===== src/rtl/spm_arb_pkg.sv =====
// Shared definitions for the scratch-pad port arbiter: port ids, sizing helpers
// and the per-port request bundle.
package spm_arb_pkg;

  localparam int   NUM_PORTS = 2;
  localparam logic PORT_CPU  = 1'b0;
  localparam logic PORT_DMA  = 1'b1;

  // Ceiling log2; clog2(1) = 0.
  function automatic int clog2(input int value);
    int result;
    int remaining;
    result    = 0;
    remaining = value - 1;
    while (remaining > 0) begin
      result++;
      remaining = remaining >> 1;
    end
    return result;
  endfunction

  // Number of byte-address bits that index inside the SPM.
  function automatic int spmMaxBit(input int sizeInBytes);
    return clog2(sizeInBytes);
  endfunction

  // Starve counter width; at least one bit so maxWaitCycles=0 still elaborates.
  function automatic int starveCounterWidth(input int maxWait);
    return (maxWait < 1) ? 1 : clog2(maxWait + 1);
  endfunction

  typedef struct packed {
    logic        request;
    logic        we;
    logic [3:0]  byteEnables;
    logic [31:0] address;
    logic [31:0] weData;
  } spmRequest_t;

endpackage


===== src/rtl/spm_arb_starve_counter.sv =====
// Saturating wait counter for one arbiter port. Reports when the port has
// waited maxValue consecutive cycles and must be forced to win.
module spm_arb_starve_counter #(
  parameter int maxValue     = 4,
  parameter int counterWidth = 3
) (
  input  logic clock,
  input  logic reset,
  input  logic clear,
  input  logic increment,
  output logic saturated
);

  localparam logic [counterWidth-1:0] maxCount = counterWidth'(maxValue);

  logic [counterWidth-1:0] count;

  // Count busy cycles, stick at the limit, restart on grant or dropped request.
  always_ff @(posedge clock) begin
    if (reset || clear) begin
      count <= '0;
    end else if (increment && (count != maxCount)) begin
      count <= count + counterWidth'(1);
    end
  end

  assign saturated = (count == maxCount);

endmodule


===== src/rtl/spm_port_arbiter.sv =====
// Shares the single-port SPM RAM between the CPU data port and the SPM DMA.
// One grant per cycle, loser back-pressured through busy, 1-cycle read return
// routed to the owner, out-of-range / misaligned accesses flagged.
module spm_port_arbiter
  import spm_arb_pkg::*;
#(
  parameter logic [31:0] spmBaseAddress = 32'hC0000000,
  parameter int          spmSizeInBytes = 8 * 1024,
  parameter int          maxWaitCycles  = 4,
  localparam int         maxBit         = spmMaxBit(spmSizeInBytes)
) (
  input  logic              clock,
  input  logic              reset,
  input  logic              cpuRequest,
  input  logic              cpuWe,
  input  logic [3:0]        cpuByteEnables,
  input  logic [31:0]       cpuAddress,
  input  logic [31:0]       cpuWeData,
  output logic              cpuBusy,
  output logic [31:0]       cpuReData,
  output logic              cpuReDataValid,
  input  logic              dmaRequest,
  input  logic              dmaWe,
  input  logic [31:0]       dmaAddress,
  input  logic [31:0]       dmaWeData,
  output logic              dmaBusy,
  output logic [31:0]       dmaReData,
  output logic              dmaReDataValid,
  output logic [maxBit-3:0] ramAddress,
  output logic              ramWe,
  output logic [3:0]        ramByteEnables,
  output logic [31:0]       ramWeData,
  input  logic [31:0]       ramReData,
  output logic              rangeError,
  output logic              errorPort
);

  localparam int cntWidth = starveCounterWidth(maxWaitCycles);

  spmRequest_t [NUM_PORTS-1:0] portReq;
  logic [NUM_PORTS-1:0] activeReq;
  logic [NUM_PORTS-1:0] saturated;
  logic [NUM_PORTS-1:0] grant;
  logic [NUM_PORTS-1:0] busy;

  logic        winner;
  logic        anyGrant;
  logic        addrOk;
  logic        lastGrant;
  logic        grantSeen;
  logic        readPending;
  logic        readOwner;
  logic        readRejected;
  logic [31:0] returnData;

  // DMA always moves whole words.
  assign portReq[PORT_CPU] = '{cpuRequest, cpuWe, cpuByteEnables, cpuAddress, cpuWeData};
  assign portReq[PORT_DMA] = '{dmaRequest, dmaWe, 4'hF, dmaAddress, dmaWeData};

  for (genvar p = 0; p < NUM_PORTS; p++) begin : g_port
    assign activeReq[p] = portReq[p].request & ~reset;
    assign busy[p]      = reset | (portReq[p].request & ~grant[p]);

    spm_arb_starve_counter #(
      .maxValue    (maxWaitCycles),
      .counterWidth(cntWidth)
    ) starveCnt (
      .clock    (clock),
      .reset    (reset),
      .clear    (~portReq[p].request | grant[p]),
      .increment(portReq[p].request & busy[p]),
      .saturated(saturated[p])
    );
  end

  // Winner select: CPU by default, a starved port overrides, and when both are
  // starved the port not granted last wins. Until the first grant after reset
  // there is no "last" port, so the CPU takes the tie.
  always_comb begin
    winner = PORT_CPU;
    if (activeReq[PORT_CPU] && activeReq[PORT_DMA]) begin
      if (saturated[PORT_CPU] && saturated[PORT_DMA]) begin
        winner = (grantSeen && (lastGrant == PORT_CPU)) ? PORT_DMA : PORT_CPU;
      end else if (saturated[PORT_DMA]) begin
        winner = PORT_DMA;
      end
    end else if (activeReq[PORT_DMA]) begin
      winner = PORT_DMA;
    end
  end

  assign anyGrant        = |activeReq;
  assign grant[PORT_CPU] = anyGrant & (winner == PORT_CPU);
  assign grant[PORT_DMA] = anyGrant & (winner == PORT_DMA);
  assign cpuBusy         = busy[PORT_CPU];
  assign dmaBusy         = busy[PORT_DMA];

  // A rejected access keeps its slot but never writes the RAM.
  assign addrOk = (portReq[winner].address[31:maxBit] == spmBaseAddress[31:maxBit]) &&
                  (portReq[winner].address[1:0] == 2'b00);

  assign ramAddress     = anyGrant ? portReq[winner].address[maxBit-1:2] : '0;
  assign ramWe          = anyGrant & addrOk & portReq[winner].we;
  assign ramByteEnables = anyGrant ? portReq[winner].byteEnables : 4'h0;
  assign ramWeData      = anyGrant ? portReq[winner].weData : 32'd0;

  // Track the outstanding read, error reporting and tie-break history.
  always_ff @(posedge clock) begin
    if (reset) begin
      readPending  <= 1'b0;
      readOwner    <= PORT_CPU;
      readRejected <= 1'b0;
      rangeError   <= 1'b0;
      errorPort    <= PORT_CPU;
      lastGrant    <= PORT_CPU;
      grantSeen    <= 1'b0;
    end else begin
      readPending  <= anyGrant & ~portReq[winner].we;
      readOwner    <= winner;
      readRejected <= ~addrOk;
      rangeError   <= anyGrant & ~addrOk;
      if (anyGrant && !addrOk) begin
        errorPort <= winner;
      end
      if (anyGrant) begin
        lastGrant <= winner;
        grantSeen <= 1'b1;
      end
    end
  end

  // Reset also masks a read that was granted just before it, so no stray pulse.
  assign returnData     = readRejected ? 32'd0 : ramReData;
  assign cpuReDataValid = readPending & ~reset & (readOwner == PORT_CPU);
  assign dmaReDataValid = readPending & ~reset & (readOwner == PORT_DMA);
  assign cpuReData      = cpuReDataValid ? returnData : 32'd0;
  assign dmaReData      = dmaReDataValid ? returnData : 32'd0;

endmodule


===== config.mk =====
export PLATFORM = sky130hd
export DESIGN_NAME = spm_port_arbiter
export DESIGN_NICKNAME = d
export VERILOG_FILES = /design/src/rtl/spm_arb_pkg.sv /design/src/rtl/spm_arb_starve_counter.sv /design/src/rtl/spm_port_arbiter.sv
export SDC_FILE = /design/constraint.sdc
export NUM_CORES = 1
export LEC_CHECK = 0
export CAP_MARGIN = 0
export CELL_PAD_IN_SITES_DETAIL_PLACEMENT = 1
export CELL_PAD_IN_SITES_GLOBAL_PLACEMENT = 1
export CORE_MARGIN = 2
export CORE_UTILIZATION = 13
export CTS_CLUSTER_SIZE = 14
export DETAILED_ROUTE_END_ITERATION = 8
export PLACE_DENSITY = 0.95
export SYNTH_ARGS = -nofsm -noshare
export SYNTH_HDL_FRONTEND = slang
export SYNTH_SLANG_ARGS = --single-unit

===== constraint.sdc =====
create_clock -name clock -period 2.7 [get_ports clock]
set_clock_uncertainty 0.15 [all_clocks]
set_input_delay 0.54 -clock clock [delete_from_list [all_inputs] [get_ports clock]]
set_output_delay 0.54 -clock clock [all_outputs]
set_load 0.01 [all_outputs]

Yosys cells after proc, flatten, opt, wreduce, memory -nomap -nowiden:

Index checks and enable logic that the tools add are counted.

* bits in registers: 13
* output and inout port bits: 118

* bitwise operators: 29
* $add $sub $neg: 2
* reductions and logical operators: 12
* equality and inequality tests: 5
* multiplexer cells: 13
* magnitude comparators: 1

Operator list (count)
* two-way mux 69 bit: 2
* two-way mux 32 bit: 4
* equality test 19 bit, second input constant: 1
* bitwise AND 1 bit: 15
* two-way mux 11 bit: 1
* inverter 1 bit: 10
* logical AND 1 bit: 7
* adder 3 x 1 -> 3 bit, second input constant: 2
* equality test 3 bit, second input constant: 2
* != test 3 bit, second input constant: 2
* two-way mux 1 bit: 5
* two-way mux 4 bit: 1
* OR 1 bit: 4
* logical NOT 2 bit: 1
* logical OR 1 bit: 2
* less-than comparator 1 x 2 -> 1 bit, second input constant: 1
* OR reduction 2 bit: 1
* logical NOT 1 bit: 1

Depth between registers and ports, before layout:

Gate-level depths: netlist (run 1).

* word-level depth: 12
* mapped depth: 8
* gate-level depth less buffers: 7

By module:

From an unflattened synthesis (run 1), not the netlist that was laid out.

* cell total of the unflattened synthesis: 349
* area, all modules: 1934.4 µm²

Modules (own cells, without submodules)
* spm_port_arbiter: area an instance 1559.0 µm², cells an instance 313, instances 1
* spm_arb_starve_counter: area an instance 187.7 µm², cells an instance 18, instances 2

Worst setup path after synthesis (run 1):

OpenSTA, ideal clock, no wires.

* kind: in2out
* from: input cpuAddress[26]
* to: output ramWe
* stages on the path: 4
* setup slack: 0.334 ns
* arrival time: 1.676 ns
* cells stage by stage: or4_1 -> nor4_2 -> nand3b_1 -> a21oi_1

* word-level cells in the longest chain between the ends: 6

RTL lines
* start: declaration: RTL line spm_port_arbiter.sv:17 `input logic [31:0] cpuAddress,`
* two-way mux 69 bit (2 in series)
* equality test 19 bit: RTL line spm_port_arbiter.sv:99 `assign addrOk = (portReq[winner].address[31:maxBit] == spmBaseAddress[31:maxBit]) &&`
* logical AND 1 bit: RTL line spm_port_arbiter.sv:99
* bitwise AND 1 bit (2 in series): RTL line spm_port_arbiter.sv:103 `assign ramWe = anyGrant & addrOk & portReq[winner].we;`
* end: declaration: RTL line spm_port_arbiter.sv:30 `output logic ramWe,`

No other way between the ends. The select of a mux whose other input is x is not followed.

Worst setup path in the final report (run 1):

* from: input dmaAddress[1]
* to: output ramWe

* word-level cells in the longest chain between the ends: 6

RTL lines
* start: declaration: RTL line spm_port_arbiter.sv:24 `input logic [31:0] dmaAddress,`
* two-way mux 69 bit (2 in series)
* logical NOT 2 bit: RTL line spm_port_arbiter.sv:100 `(portReq[winner].address[1:0] == 2'b00);`
* logical AND 1 bit: RTL line spm_port_arbiter.sv:99
* bitwise AND 1 bit (2 in series): RTL line spm_port_arbiter.sv:103

No other way between the ends. The select of a mux whose other input is x is not followed.

==> out/results.tsv, run 1 <==
metric	value	unit
combinational share of power	0.569	
vias per cell	4.324	
Layout Area Growth over Synthesis	216.7	%
leakage	2.706	nW
P per Cell Area	204.2	nW/um^2
IO Pins	288	
area share of and/or/nand/nor cells after synthesis	0.4222	
sw frac	0.2849	
Synth Area per Inst	6.784	um^2
multiplexer share of the synthesized area	0.02314	
Yosys Warn Count	0	
Worst-Margin Slew	0.8838	ns
CP Cell Sequence	clkdlybuf4s50_1, nor4_2, nand2_1, nor3_2, nand3_1, a21oi_1, buf_2	
buffer levels on the longest clock path	2	
Total GRT Usage	0.1663	
final setup vio count	3	
Num CTS Buffers	3	
Switch Pwr	328.8	uW
first-pass GRT wire length	18990	um
CTS tree	yes	
cell row count	42	
WS Path Type	primary input to primary output	
Synth Register Bits	13	
IO Port Bufs	287	
P_int	825.2	uW
Post-Place Cells	727	
Worst slew margin	0.4100	
Die Y-Extent	121.2	um
largest net degree at the start of global routing	34	
CTS hold repair buffers	0	
Post-synth ARST share	0	
failing checks	negative setup slack	
clock root cell	clkbuf_16	
Synth Area in Adders	0.02805	
WL/cell	18.46	um
Core Area	13350	um^2
largest family of logic cells by synthesized area	simple AND/OR/NAND/NOR gates	
Clk Latency, worst-skew pair	0.25	ns
HPWL after DPL	9935	um
WP data required	2.01	ns
Post-synth EDFFs	0	
post-route insts no fill	759	
nets	758	
Netlist cell types	39	
status	finished with violations	
clk slew on worst S/H paths	0.05	ns
DRT Wirelength	14010	um
worst vdd ir	192.6	uV
Post-Synth XOR/XNOR Area	0.01473	
multi-input logic area	1647	um^2
Iter 0 DRT Violations	60	
Clock Power Share	0.250	
Clock Sinks	13	
share of cells above drive strength 1	0.2847	
crit path max-delay cell type	clkdlybuf4s50_1	
sequential share of power	0.181	
crit start category	primary input	
synthesized area	1784	um^2
GPL Wtd Cong	0.8029	
DR pass1 iterations	6	
max-slew violation count	0	
Fin Setup TNS	-0.02820	ns
DRT antenna net count	0	
global route overflow	0	
Hold Fails Final Rpt	0	
post-route clock period utilization	1.006	
DRC viols	0	
Die ar.	14680	um^2
syn_nets	437	
CP Capture Type	primary output	
number of diodes	0	
register area share after synthesis	0.1459	
ys flop type	dfxtp_1	
crit-path max FO	2	
register area	265.3	um^2
Die Wd	121.2	um
fill cell count	1575	
clock period minus worst slack	2.715	ns
Crit path arrival time	2.03	ns
compound-cell area share of the yosys netlist	0.2819	
initial antenna violation count	0	
final worst slack	-0.01527	ns
Initial Util	0.1337	
total number of vias	3282	
Syn Inst Count	263	
slowest cell delay on critical path	0.43	ns
unrepaired setup endpoints after global routing	yes	
H-tree depth	1	
max cap viols	0	
vias in the first global route	3550	
fmax	368.3	MHz
min-delay worst type	register to register	
-- state kept, by name, indices dropped and copies added (netlist names) --
| name | flops |
|---|---|
| readRejected | 1 |
| grantSeen | 1 |
| errorPort | 1 |
| rangeError | 1 |
| readOwner | 1 |
| readPending | 1 |
| g_port.starveCnt.count | 6 |
| lastGrant | 1 |
-- path summary, 6_finish.rpt --
kind | startpoint | end | slack (ns) | cells past startpoint
min | lastGrant | lastGrant | 0.33 | 2
min reg2reg | lastGrant | lastGrant | 0.33 | 2
max reg2reg | g_port[1].starveCnt.count[0] | rangeError | 0.65 | 9
max | dmaAddress[1] | ramWe | -0.02 | 7
-- worst max-delay path, delay by kind of cell --
kind            cells  cell delay (ns)
compound gates      1             0.15
buf+inv             2             0.58
simple gates        4             0.76
-- layout make-up --
class                   instances  share of cell area
well taps                     176             0.03897
flip-flops and latches         13             0.04694
repair buffers                338              0.6034
multi-input cells             220              0.2914
clock buffers                   4             0.01395
inverters                       8            0.005314
-- layout by cell type, fill, tap and decap left out, drive strengths merged, types with 4 or more instances in the layout --
cell,Yosys,layout
nor4,8,8
ha,4,4
inv,8,8
nor2,90,90
buf,8,94
clkbuf,14,8
dlymetal6s2s,0,11
a21oi,5,5
clkdlybuf4s50,0,157
a22o,41,41
nand2,8,8
nand2b,32,32
dlygate4sd2,0,71
dfxtp,13,13
-- logic make-up after synthesis --
| logic type | Yosys count |
|---|---|
| muxes | 4 |
| xor gates and xnor gates | 3 |
| adders and majority gates | 4 |
| AOI/OAI and AO/OA | 54 |
| and+or+nand+nor | 155 |
| DFF | 13 |
| buffers and inverters | 30 |
-- stage by stage --
step | hold slack, ns | utilization | worst slack (ns) | power (mW) | area (um^2)
3_3_place_gp | 0.3104 | 0.3731 | -0.5900 | 0.7649 | 4980
5_1_grt | 0.3772 | 0.4233 | -0.1223 | 1.200 | 5650
6_report | 0.3322 | 0.4233 | -0.01527 | 1.154 | 5650
2_1_floorplan | 0.2981 | - | 0.3345 | 0.3724 | 1784
4_1_cts | 0.3383 | 0.4031 | -0.1233 | 1.114 | 5380
3_5_place_dp | 0.3215 | 0.3731 | -0.6041 | 0.7810 | 4980
-- synthesized netlist by cell type (2+ instances only) --
cell / n / area (um^2)
nand2b_1: 32 / 200.2
buf_2: 3 / 15.01
clkbuf_1: 14 / 52.55
nor3_1: 3 / 15.01
a22o_1: 9 / 78.83
a21oi_1: 5 / 25.02
xnor2_1: 3 / 26.28
a22o_2: 32 / 320.3
ha_1: 4 / 50.05
o21ai_0: 2 / 10.01
inv_1: 8 / 30.03
nor4_1: 7 / 43.79
nand2_1: 7 / 26.28
mux2i_1: 3 / 30.03
nand3_1: 3 / 15.01
nand3b_1: 2 / 15.01
buf_6: 4 / 45.04
dfxtp_1: 13 / 260.3
nor2_1: 89 / 334.1
-- metal layers --
layer | part of all wire | global-route usage | vias to the layer above
li1 | - | - | 1543
met1 | 0.36 | 0.1742 | 1538
met2 | 0.54 | 0.3367 | 184
met3 | 0.079 | 0.03477 | 17
met4 | 0.017 | 0.03161 | 0
met5 | 0 | 0 | -
-- timing repair --
action / CTS / global route
endpoints found under the setup margin: 116 / 48
buffers inserted: 19 / 4
pin swaps: 9 / 17
resized for setup: 319 / 64
gates cloned: 8 / 2
-- power groups by stage --
stage	registers [mW]	logic, mW	clock network (mW)
finish	0.208	0.657	0.289
global route	0.210	0.690	0.300
CTS	0.209	0.617	0.289
detailed placement	0.212	0.569	0
global placement	0.211	0.554	0
floorplan	0.207	0.166	0
(Power assumes the default switching activity.)
==> inputs of run 2 (changes only) <==
CORE_MARGIN = unset   (was 2)
CTS_CLUSTER_SIZE = unset   (was 14)
==> run 2 against run 1 <==
Against the previous run: the flow now finishes without violations; die area is 3.3% lower; clock power is 1% lower; sequential power hardly changed; sequential share of layout area is 0.27 points higher; cell count is 0.53% lower; worst hold slack better by 0.026 ns; clock-buffer cell count stayed put; critical endpoint is now ramAddress[5].
==> out/results.tsv, run 2 (same netlist as run 1, synthesis figures left out) <==
metric	value	unit	change
status	completed		
Layout Area Growth over Synthesis	199.7	%	
first-pass GRT wire length	20250	um	+6.7%
Post-Place Cells	730		+0.41%
clock period minus worst slack	2.678	ns	-0.03731 ns
Total GRT Usage	0.1849		+0.01856
HP Start	errorPort		
global route overflow	0		unchanged
sw frac	0.2835		-0.001368
initial antenna violation count	0		unchanged
crit-path max FO	6		+4
DRT Wirelength	14020	um	about the same
DRC viols	0		unchanged
clock root cell	clkbuf_16		
GR Util met1	0.1901		+0.01594
post-route insts no fill	755		-0.53%
Clk Latency, worst-skew pair	0.24	ns	about the same
Worst R2R End	rangeError		
Hold Fails Final Rpt	0		unchanged
IO Port Bufs	287		unchanged
Clock Power Share	0.259		+0.009
Worst R2R Start	g_port[1].starveCnt.count[0]		
crit path max-delay cell type	dfxtp_2		
cell depth of the worst flop-to-flop path	10		+1
GR peak layer	met2		
Initial Util	0.1342		+0.0005283
P per Cell Area	205.8	nW/um^2	+0.76%
nets	754		-0.53%
slack of the worst reg-to-reg path	0.53	ns	-0.12 ns
most common cell after layout, fill and taps aside	clkdlybuf4s50_1		
final setup vio count	0		-3
Die Wd	119.2	um	-1.7%
Iter 0 DRT Violations	84		+40%
vias per cell	4.404		+1.8%
slowest cell delay on critical path	0.32	ns	-0.11 ns
worst vdd ir	178.3	uV	-7.4%
met3 GRT Util	0.02826		-0.006518
buffer levels on the longest clock path	2		unchanged
WS Path Type	register to primary output		
DRT antenna net count	0		unchanged
Worst-Margin Slew	0.8056	ns	-0.07820 ns
CTS hold repair buffers	0		unchanged
unrepaired setup endpoints after global routing	yes		
CP delay by family, top	buffers and inverters		
IO Pins	288		unchanged
WHS Endpoint	errorPort		
CTS tree	yes		
CP Cell Sequence	inv_2, ha_4, nand2_4, o21bai_4, nor2_4, nor3b_4, buf_6, buf_12, a22o_1, buf_2		
fmax	373.4	MHz	+1.4%
most frequent cells in the layout	152 x clkdlybuf4s50_1, 87 x nor2_1, 71 x dlygate4sd2_1, 35 x buf_2		
WP buf/inv	4		+2
met2 usage in global routing	0.3892		+0.05244
max-slew violation count	0		unchanged
Worst slew margin	0.4622		+0.05221
Switch Pwr	312.0	uW	-5.1%
number of diodes	0		unchanged
CP Capture Type	primary output		
WP data required	2.01	ns	about the same
vias in the first global route	3579		+0.82%
Die ar.	14200	um^2	-3.3%
post-route clock period utilization	0.9918		-0.01382
max cap viols	0		unchanged
Crit path arrival time	1.99	ns	-0.04 ns
final worst slack	0.02203	ns	+0.03731 ns
P_int	788.5	uW	-4.5%
Setup WS pre-CTS	-0.8405	ns	-0.2364 ns
sequential share of power	0.190		+0.009
crit start category	register		
clk slew on worst S/H paths	0.05	ns	about the same
DR pass1 iterations	4		-2
share of cells above drive strength 1	0.2902		+0.005421
cell row count	42		unchanged
total number of vias	3325		+1.3%
WL/cell	18.57	um	+0.62%
Num CTS Buffers	3		unchanged
H-tree depth	1		unchanged
combinational share of power	0.551		-0.018
fill cell count	1595		+1.3%
Core Area	13300	um^2	-0.39%
Die Y-Extent	119.2	um	-1.7%
Clock Sinks	13		unchanged
WHS Path Cells	2		unchanged
HPWL after DPL	10190	um	+2.6%
GPL Wtd Cong	0.8094		+0.81%
Largest register FFs	6		unchanged
largest reg by FF count	g_port.starveCnt.count		
largest net degree at the start of global routing	34		unchanged
Power Total	1.101	mW	-4.6%
leakage	2.608	nW	-3.6%
min-delay worst type	register to register		
[run 2: cell count changes in the layout (fill, tap and decap cells not counted), moves of 2 or more]
cell / previous run / this run
clkbuf_2: 2 / 5
buf_8: 2 / 0
a22o_2: 9 / 26
a22o_4: 23 / 7
clkdlybuf4s50_1: 157 / 152
buf_6: 38 / 13
buf_2: 12 / 35
[run 2: cell type report]
type	count	area, um^2	share of cell area
multi-input combinational	220	1525	0.2852
sequential	13	265.3	0.04960
inverter	8	30.03	0.005615
timing repair buffer	334	3228	0.6037
tap	176	220.2	0.04118
clock buffer	4	78.83	0.01474
[run 2: power by group through the flow]
| stage | clock [mW] | combinational, mW | sequential (mW) |
|---|---|---|---|
| after global routing | 0.294 | 0.641 | 0.210 |
| after global placement | 0 | 0.557 | 0.211 |
| after detailed placement | 0 | 0.576 | 0.213 |
| after CTS | 0.281 | 0.590 | 0.209 |
| final | 0.285 | 0.606 | 0.209 |
| after floorplan | 0 | 0.166 | 0.207 |
[run 2: worst max-delay path by stage]
stage,from,endpoint,slack [ns],cells past startpoint
6_report,g_port[0].starveCnt.count[0],ramAddress[5],0.02,10
5_1_grt,g_port[0].starveCnt.count[0],ramAddress[5],-0.07,10
2_1_floorplan,cpuAddress[26],ramWe,0.33,4
3_3_place_gp,cpuAddress[13],ramWe,-0.80,8
3_5_place_dp,cpuAddress[13],ramWe,-0.84,8
4_1_cts,cpuAddress[23],ramWe,-0.12,7
[run 2: through the flow]
step / util / setup TNS (ns) / area, um^2 / hold slack (ns)
floorplan: - / 0 / 1784 / 0.2981
global placement: 0.3762 / -37.43 / 5002 / 0.3083
detailed placement: 0.3762 / -43.84 / 5002 / 0.3501
CTS: 0.3883 / -0.1188 / 5162 / 0.3628
global route: 0.4022 / -0.4805 / 5348 / 0.3930
finish: 0.4022 / 0 / 5348 / 0.3579
[run 2: layer usage]
metal	wire, um	up-vias
met5	0	-
met1	5045	1590
li1	-	1536
met2	7962	185
met4	170	0
met3	842	14
[run 2: repair_timing]
item	4_1_cts	5_1_grt
gates resized for setup	287	60
gates cloned	8	2
setup endpoints to repair	116	48
pin swaps	10	16
setup buffers	11	2
[run 2: worst register-to-register path: cells and delay by family, from the launching register on]
| family | cells | cell delay (ns) |
|---|---|---|
| AO/OA/AOI/OAI | 2 | 0.41 |
| flip-flops | 1 | 0.32 |
| adder cells (fa/ha/maj) | 1 | 0.13 |
| buffers and inverters | 4 | 0.55 |
| multiplexers | 1 | 0.37 |
| AND/OR/NAND/NOR | 2 | 0.17 |
